--- src/rtl/muldiv_pkg.sv ---
// muldiv_pkg: shared types and constants for the multi-cycle multiply/divide unit.
// Build option: define MULDIV_DIV_EN to compile the divide datapath.
package muldiv_pkg;

  localparam int MULDIV_WIDTH = 32;
  localparam int ITER_COUNT   = MULDIV_WIDTH;

  // Low word reported for a divide by zero.
  localparam logic [MULDIV_WIDTH-1:0] DIV0_LO = '1;

  typedef enum logic [1:0] {
    OP_MUL  = 2'b00,
    OP_MULU = 2'b01,
    OP_DIV  = 2'b10,
    OP_DIVU = 2'b11
  } op_e;

  typedef enum logic [2:0] {
    ST_IDLE = 3'd0,
    ST_PREP = 3'd1,
    ST_ITER = 3'd2,
    ST_FIX  = 3'd3,
    ST_DONE = 3'd4
  } state_e;

  // Bit 1 of the op code selects divide.
  function automatic logic is_div_op(input logic [1:0] op);
    return op[1];
  endfunction

  // Bit 0 of the op code selects the unsigned variant.
  function automatic logic is_signed_op(input logic [1:0] op);
    return ~op[0];
  endfunction

endpackage

--- src/rtl/muldiv_if.sv ---
// muldiv_if: request/response bundle between the datapath and the mul/div unit.
// Handshake: the master raises start with op/a/b valid; the unit samples it only
// while idle, then holds busy high until (and including) the single-cycle done
// pulse. hi/lo/div_by_zero are valid from done and hold until the next done.
// start seen while busy is dropped, not queued.
interface muldiv_if #(
  parameter int WIDTH = 32
);
  logic             start;
  logic [1:0]       op;
  logic [WIDTH-1:0] a;
  logic [WIDTH-1:0] b;
  logic             busy;
  logic             done;
  logic [WIDTH-1:0] hi;
  logic [WIDTH-1:0] lo;
  logic             div_by_zero;

  modport master (
    output start, op, a, b,
    input  busy, done, hi, lo, div_by_zero
  );

  modport slave (
    input  start, op, a, b,
    output busy, done, hi, lo, div_by_zero
  );
endinterface

--- src/rtl/muldiv_step.sv ---
// muldiv_step: one combinational iteration of shift-add multiply or restoring
// divide. A single 33-bit adder serves both modes (add for MUL, subtract for DIV).
// Build option: MULDIV_DIV_EN compiles the divide shift/trial/restore path.
module muldiv_step
  import muldiv_pkg::*;
#(
  parameter int WIDTH = MULDIV_WIDTH
) (
  input  logic               div_mode_i,
  input  logic [2*WIDTH-1:0] acc_i,
  input  logic [WIDTH-1:0]   operand_i,
  input  logic               bit_i,
  output logic [2*WIDTH-1:0] acc_o,
  output logic               bit_o
);

  logic [2*WIDTH-1:0] shifted;
  logic               sub;
  logic [WIDTH:0]     addend;
  logic [WIDTH:0]     sum;

`ifdef MULDIV_DIV_EN
  // Divide shifts {rem, quot} left before the trial subtract; multiply does not.
  assign shifted = div_mode_i ? {acc_i[2*WIDTH-2:0], 1'b0} : acc_i;
  assign sub     = div_mode_i;
`else
  logic unused_div_mode;
  logic unused_acc_lsb;
  assign unused_div_mode = div_mode_i;
  assign unused_acc_lsb  = acc_i[0];
  assign shifted         = acc_i;
  assign sub             = 1'b0;
`endif

  // Shared 33-bit adder: a - b is formed as a + ~b + 1.
  assign addend = sub ? ~{1'b0, operand_i} : (bit_i ? {1'b0, operand_i} : '0);
  assign sum    = {1'b0, shifted[2*WIDTH-1:WIDTH]} + addend + {{WIDTH{1'b0}}, sub};

  // Select the next accumulator; the quotient bit is returned on its own so the
  // caller merges it into the accumulator LSB.
  always_comb begin
    acc_o = {sum, shifted[WIDTH-1:1]};
    bit_o = 1'b0;
`ifdef MULDIV_DIV_EN
    if (div_mode_i) begin
      if (!sum[WIDTH]) begin
        acc_o = {sum[WIDTH-1:0], shifted[WIDTH-1:0]};
        bit_o = 1'b1;
      end else begin
        acc_o = shifted;
      end
    end
`endif
  end

endmodule

--- src/rtl/muldiv_sequencer.sv ---
// muldiv_sequencer: multi-cycle 32-bit signed/unsigned multiply and divide with a
// start/busy/done handshake, writing a 64-bit HI/LO result.
// Build option: MULDIV_DIV_EN enables DIV/DIVU; without it they finish at once
// with div_by_zero set as an illegal-op indication.
module muldiv_sequencer
  import muldiv_pkg::*;
#(
  parameter int WIDTH = MULDIV_WIDTH
) (
  input  logic    clock,
  input  logic    reset,
  muldiv_if.slave bus,
  output state_e  dbg_state_o
);

  localparam int CNT_W = $clog2(WIDTH);

  state_e             state_q;
  op_e                op_q;
  logic [WIDTH-1:0]   a_q;
  logic [WIDTH-1:0]   b_q;
  logic               sign_a_q;
  logic               sign_b_q;
  logic [2*WIDTH-1:0] acc_q;
  logic [CNT_W-1:0]   cnt_q;
  logic               busy_q;
  logic               done_q;
  logic [WIDTH-1:0]   hi_q;
  logic [WIDTH-1:0]   lo_q;
  logic               dbz_q;

  logic               signed_op;
  logic               neg_res;
  logic [WIDTH-1:0]   mag_a;
  logic [WIDTH-1:0]   mag_b;
  logic [WIDTH-1:0]   step_operand;
  logic [2*WIDTH-1:0] step_acc;
  logic               step_bit;
  logic [2*WIDTH-1:0] acc_d;
  logic [WIDTH-1:0]   hi_d;
  logic [WIDTH-1:0]   lo_d;

  // Operand magnitudes for the signed ops; the iterations work on unsigned values.
  always_comb begin
    signed_op = is_signed_op(op_q);
    mag_a     = (signed_op && a_q[WIDTH-1]) ? -a_q : a_q;
    mag_b     = (signed_op && b_q[WIDTH-1]) ? -b_q : b_q;
  end

  // Multiply adds the multiplicand under the multiplier LSB; divide subtracts the divisor.
  assign step_operand = is_div_op(op_q) ? b_q : a_q;

  muldiv_step #(
    .WIDTH (WIDTH)
  ) u_step (
    .div_mode_i (is_div_op(op_q)),
    .acc_i      (acc_q),
    .operand_i  (step_operand),
    .bit_i      (b_q[0]),
    .acc_o      (step_acc),
    .bit_o      (step_bit)
  );

  assign acc_d = step_acc | {{(2*WIDTH-1){1'b0}}, step_bit};

  // Sign fix-up of the raw unsigned result (product, or remainder/quotient).
  always_comb begin
    neg_res      = sign_a_q ^ sign_b_q;
    {hi_d, lo_d} = neg_res ? -acc_q : acc_q;
`ifdef MULDIV_DIV_EN
    if (is_div_op(op_q)) begin
      lo_d = neg_res  ? -acc_q[WIDTH-1:0]       : acc_q[WIDTH-1:0];
      hi_d = sign_a_q ? -acc_q[2*WIDTH-1:WIDTH] : acc_q[2*WIDTH-1:WIDTH];
    end
`endif
  end

  // Sequencer FSM with registered handshake and result outputs.
  always_ff @(posedge clock or posedge reset) begin
    if (reset) begin
      state_q  <= ST_IDLE;
      op_q     <= OP_MUL;
      a_q      <= '0;
      b_q      <= '0;
      sign_a_q <= 1'b0;
      sign_b_q <= 1'b0;
      acc_q    <= '0;
      cnt_q    <= '0;
      busy_q   <= 1'b0;
      done_q   <= 1'b0;
      hi_q     <= '0;
      lo_q     <= '0;
      dbz_q    <= 1'b0;
    end else begin
      done_q <= 1'b0;
      case (state_q)
        ST_IDLE: begin
          if (bus.start) begin
            op_q   <= op_e'(bus.op);
            a_q    <= bus.a;
            b_q    <= bus.b;
            busy_q <= 1'b1;
            if (is_div_op(bus.op)) begin
`ifdef MULDIV_DIV_EN
              if (bus.b == '0) begin
                state_q <= ST_DONE;
                done_q  <= 1'b1;
                hi_q    <= bus.a;
                lo_q    <= DIV0_LO[WIDTH-1:0];
                dbz_q   <= 1'b1;
              end else begin
                state_q <= ST_PREP;
              end
`else
              state_q <= ST_DONE;
              done_q  <= 1'b1;
              hi_q    <= '0;
              lo_q    <= '0;
              dbz_q   <= 1'b1;
`endif
            end else begin
              state_q <= ST_PREP;
            end
          end
        end
        ST_PREP: begin
          sign_a_q <= signed_op & a_q[WIDTH-1];
          sign_b_q <= signed_op & b_q[WIDTH-1];
          a_q      <= mag_a;
          b_q      <= mag_b;
          // Divide starts with the dividend in the quotient half so it shifts into rem.
          acc_q    <= is_div_op(op_q) ? {{WIDTH{1'b0}}, mag_a} : '0;
          cnt_q    <= CNT_W'(WIDTH - 1);
          state_q  <= ST_ITER;
        end
        ST_ITER: begin
          acc_q <= acc_d;
          if (!is_div_op(op_q)) begin
            b_q <= b_q >> 1;
          end
          cnt_q <= cnt_q - 1'b1;
          if (cnt_q == '0) begin
            state_q <= ST_FIX;
          end
        end
        ST_FIX: begin
          state_q <= ST_DONE;
          done_q  <= 1'b1;
          hi_q    <= hi_d;
          lo_q    <= lo_d;
          dbz_q   <= 1'b0;
        end
        ST_DONE: begin
          busy_q  <= 1'b0;
          state_q <= ST_IDLE;
        end
        default: begin
          state_q <= ST_IDLE;
          busy_q  <= 1'b0;
        end
      endcase
    end
  end

  assign bus.busy        = busy_q;
  assign bus.done        = done_q;
  assign bus.hi          = hi_q;
  assign bus.lo          = lo_q;
  assign bus.div_by_zero = dbz_q;
  assign dbg_state_o     = state_q;

endmodule

--- src/flat_wrapper.sv ---
// flat-port wrapper written by rule: the top's interface ports become plain ports
module muldiv_sequencer_flat import muldiv_pkg::*;
#(
  parameter int WIDTH = MULDIV_WIDTH
)
  (clock, reset, dbg_state_o, bus_start, bus_op, bus_a, bus_b, bus_busy, bus_done, bus_hi, bus_lo, bus_div_by_zero);
  muldiv_if #(.WIDTH(WIDTH)) bus_i ();
  input  logic clock;
  input  logic reset;
  output state_e dbg_state_o;
  input wire logic [$bits(bus_i.start)-1:0] bus_start;
  input wire logic [$bits(bus_i.op)-1:0] bus_op;
  input wire logic [$bits(bus_i.a)-1:0] bus_a;
  input wire logic [$bits(bus_i.b)-1:0] bus_b;
  output wire logic [$bits(bus_i.busy)-1:0] bus_busy;
  output wire logic [$bits(bus_i.done)-1:0] bus_done;
  output wire logic [$bits(bus_i.hi)-1:0] bus_hi;
  output wire logic [$bits(bus_i.lo)-1:0] bus_lo;
  output wire logic [$bits(bus_i.div_by_zero)-1:0] bus_div_by_zero;
  assign bus_i.start = bus_start;
  assign bus_i.op = bus_op;
  assign bus_i.a = bus_a;
  assign bus_i.b = bus_b;
  assign bus_busy = bus_i.busy;
  assign bus_done = bus_i.done;
  assign bus_hi = bus_i.hi;
  assign bus_lo = bus_i.lo;
  assign bus_div_by_zero = bus_i.div_by_zero;
  muldiv_sequencer #(.WIDTH(WIDTH)) u_core (.clock(clock), .reset(reset), .bus(bus_i), .dbg_state_o(dbg_state_o));
endmodule
--- config.mk ---
export PLATFORM = sky130hd
export DESIGN_NAME = muldiv_sequencer_flat
export DESIGN_NICKNAME = d
export VERILOG_FILES = /design/src/rtl/muldiv_pkg.sv /design/src/rtl/muldiv_if.sv /design/src/rtl/muldiv_step.sv /design/src/rtl/muldiv_sequencer.sv /design/src/flat_wrapper.sv
export SDC_FILE = /design/constraint.sdc
export NUM_CORES = 1
export LEC_CHECK = 0
export ABC_CLOCK_PERIOD_IN_PS = 17650
export BUFFER_PORTS_ARGS = -buffer_cell sky130_fd_sc_hd__buf_2
export CAP_MARGIN = 25
export CORE_MARGIN = 2
export CORE_UTILIZATION = 39
export DETAILED_ROUTE_END_ITERATION = 6
export PLACE_DENSITY = 0.66
export SLEW_MARGIN = 5
export SYNTH_ARGS = -nofsm -noshare
export SYNTH_HDL_FRONTEND = slang
export SYNTH_SLANG_ARGS = --single-unit
export TNS_END_PERCENT = 50
--- constraint.sdc ---
create_clock -name clock -period 17.65 [get_ports clock]
set_input_delay 0.8825 -clock clock [delete_from_list [all_inputs] [get_ports clock]]
set_output_delay 0.8825 -clock clock [all_outputs]
set_load 0.05 [all_outputs]
==> results by group <==
Drt
  • Drt drc: 0
  • Mean number of vias per cell: 5.849
  • 1st-iter DRT viols: 1104
  • ANT nets after route: 0
  • Vias: 12250
  • Detailed Routing Iterations Pass 1: 5
  • Routed len/inst: 19.39 µm
  • Routed wire length: 40.61 mm

Critical path
  • Kind of start point of the critical path: register
  • CP arrival: 4.26 ns
  • Setup Crit Path Kind: register to register
  • Critical Path End Type: register
  • Max FO, Critical Path: 36
  • CP required: 18.03 ns

Yosys
  • Synth Flop Type: dfrtp_1
  • Gate Count Post-Synth: 1560
  • Number of warnings issued by yosys: 0
  • Mapped Area: 13230 µm²
  • Sequential share of the synthesized area: 39.16%
  • Seq cells post-synth: 207
  • Number of synthesized flops with an enable pin: 0
  • Synth unique cells: 74
  • Syn nets: 1667
  • Syn Area/Cell: 8.479 µm²
  • Async S/R FF share, synth: 100.0%

Clock network
  • Clk sink count: 207
  • Post-cts resize count: 0
  • Clock Path Buffers: 3
  • Total CTS buffers: 24
  • Reg clk slew, reported paths: 0.07 ns
  • Postcts setup bufs: 0
  • CTS tree: done
  • Hold Buf Count CTS: 0
  • CTS H-tree lvls: 1
  • Worst-Skew Late Latency: 0.54 ns
  • Root Driver: clkbuf_16

Finish
  • Final nets: 1735
  • Area Growth Syn to Fin: 14.47%
  • Register area: 5181 µm²
  • Fillcell total: 3327
  • Layout cells sized above 1: 14.40%
  • Area occupied by multi-input gates: 7528 µm²
  • ANT cells: 0

Pwr
  • Flop pwr share: 30.0%
  • Power per cell area: 214.1 nW/µm²
  • Final Power: 3241 µW
  • Pint: 1609 µW
  • Clock network power share: 17.6%
  • Combinational cell fraction of total power: 52.5%
  • Sw Ratio: 50.35%
  • Peak VDD IR: 0.0001144 V
  • Cell leakage power: 0.006630 µW
  • Sw power: 1632 µW

Die
  • Top Ports: 139
  • Core Area: 33450 µm²
  • Die W: 188.2 µm
  • DIE AREA: 35410 µm²
  • Chip height: 188.2 µm
  • FP Rows: 67
  • Starting density of the core: 39.55%

Status
  • Outcome: complete, no violations

Timing
  • Post-layout min period: 3.876 ns
  • Skew final: 0.01887 ns
  • Period utilisation layout: 21.96%
  • Fmax: 258.0 MHz
  • Final hold violation count: 0
  • Count of pins over their slew limit: 0
  • Fin Setup TNS: 0 ns
  • Relative slew slack: 27.38%
  • Slew @ Worst Pin: 1.089 ns
  • Final setup margin: 13.77 ns
  • Hold WS: 0.4701 ns
  • Final Setup Violations: 0
  • RSZ-0062 raised after global routing: no

Global route
  • Total grt overflow: 0
  • Pin count of the biggest net entering global routing: 133
  • Vias in the first global route: 11370
  • Antenna violations before repair: 0
  • First-pass GRT wire length: 64.32 mm
  • Gr usage total: 22.55%

Placement
  • Post-Place Setup Slack: 13.86 ns
  • GPL Wtd Cong: 0.8971
  • HPWL Detailed: 29.48 mm
  • # port buffers: 138

Hold path
  • Worst Hold Class: register to register

Flow run
  • Maxcap violations: 0
-- flip-flops by register name (all words and copies together) (netlist names) --
signal and cells:
u_core.bus.lo 32, u_core.sign_a_q 1, u_core.bus.div_by_zero 1, u_core.bus.hi 32, u_core.sign_b_q 1, u_core.bus.busy 1, u_core.dbg_state_o 3, u_core.op_q 2
u_core.bus.done 1, u_core.a_q 32, u_core.b_q 32, u_core.acc_q 64, u_core.cnt_q 5
-- path summary, 6_finish.rpt --
path                              startpoint                 to  slack [ns]  cells past startpoint
setup / recovery              u_core.op_q[1]   u_core.acc_q[61]       13.77                     13
hold / removal             u_core.bus.lo[27]  u_core.bus.lo[27]        0.47                      2
setup reg to reg              u_core.op_q[1]   u_core.acc_q[61]       13.77                     13
hold reg to reg            u_core.bus.lo[27]  u_core.bus.lo[27]        0.47                      2
max in group asynchronous              reset     u_core.a_q[13]       15.91                      4
min in group asynchronous              reset   u_core.bus.lo[9]        0.55                      2
-- stage by stage --
stage	cell area, µm²	cells	util, %
after floorplan	13230	1560	-
after global placement	14190	2048	42.41
after detailed placement	14190	2048	42.41
after CTS	15090	2092	45.13
after global routing	15140	2094	45.27
final	15140	2094	45.27
-- power groups by stage --
stage	registers [µW]	logic (µW)	clock network, µW
2_1_floorplan	1010	1150	0
3_3_place_gp	963	1650	0
3_5_place_dp	970	1680	0
4_1_cts	962	1690	578
5_1_grt	996	1870	599
6_report	972	1700	570
-- cells by family after synthesis --
| family | synth area share, % |
|---|---|
| flops | 39.16 |
| xor+xnor | 8.078 |
| compound gates | 23.29 |
| mux | 2.346 |
| fa+ha+maj | 3.651 |
| buf+inv | 4.228 |
| simple gates | 19.25 |
-- placed cells by master (no fill, tap or decap), types with 7 or more instances in the layout --
cell type,n
inv_1,33
buf_4,12
nand2b_1,13
or3_1,11
o21a_1,9
dfrtp_1,206
o41ai_1,7
xnor2_1,64
a31oi_1,13
nor4_1,15
a221oi_1,30
and3_1,16
o31ai_1,14
a211oi_1,12
nand2_1,179
xor2_1,56
nor2b_1,9
a21oi_1,99
o21ai_0,206
ha_1,37
nor3_1,54
nor3b_1,14
mux2i_1,31
nor2_1,127
clkbuf_16,24
or4_1,10
o221a_2,7
a22oi_1,33
nand3_1,27
buf_2,138
o22ai_1,13
a21o_1,13
-- synthesized netlist by cell type (all sizes together), types with 10 or more instances --
| cell | count | share of area (%) |
|---|---|---|
| clkbuf | 100 | 2.8 |
| nor2 | 130 | 3.8 |
| a31oi | 13 | 0.61 |
| or3 | 13 | 0.69 |
| a22oi | 33 | 1.9 |
| buf | 10 | 0.43 |
| nor3b | 15 | 0.85 |
| xnor2 | 65 | 4.3 |
| nor3 | 54 | 2.0 |
| xor2 | 57 | 3.8 |
| a21oi | 99 | 3.7 |
| or4 | 14 | 0.91 |
| a211oi | 12 | 0.68 |
| a21o | 14 | 0.79 |
| o22ai | 13 | 0.61 |
| mux2i | 31 | 2.3 |
| o31ai | 14 | 0.79 |
| ha | 37 | 3.5 |
| nand3 | 27 | 1.0 |
| inv | 34 | 0.96 |
| and3 | 16 | 0.76 |
| nor4 | 18 | 1.1 |
| o21ai | 211 | 8.0 |
| dfrtp | 207 | 39 |
| nand2 | 181 | 5.2 |
| nand2b | 14 | 0.72 |
| a221oi | 31 | 2.1 |
-- worst max-delay path, cell delays in order (launching register included) --
cell and delay, ns:
dfrtp_2 0.96, nor2_1 0.11, nor2_1 0.12, ha_1 0.21, inv_1 0.07, fa_1 0.42
nand2b_1 0.21, a211oi_1 0.21, nor2_1 0.09, o31ai_1 0.62, a41o_1 0.32, o31a_1 0.17
xnor2_1 0.11, o21ai_0 0.08
-- final cells by class --
cell class	count	area share (%)
Multi-Input combinational cell	1209	49.72
Sequential cell	207	34.22
Timing Repair Buffer	152	5.470
Clock buffer	28	4.330
Tap cell	448	3.702
Clock inverter	16	1.669
Inverter	34	0.8924
-- per-layer routing --
metal,vias to the layer above,global-route usage [%],part of all wire [%]
met1,5891,34.44,48
met5,-,0,0
met3,70,3.369,7.2
li1,5795,-,-
met4,0,7.935,3.6
met2,492,32.10,41
Note: power is estimated with default switching activity, not from simulation.
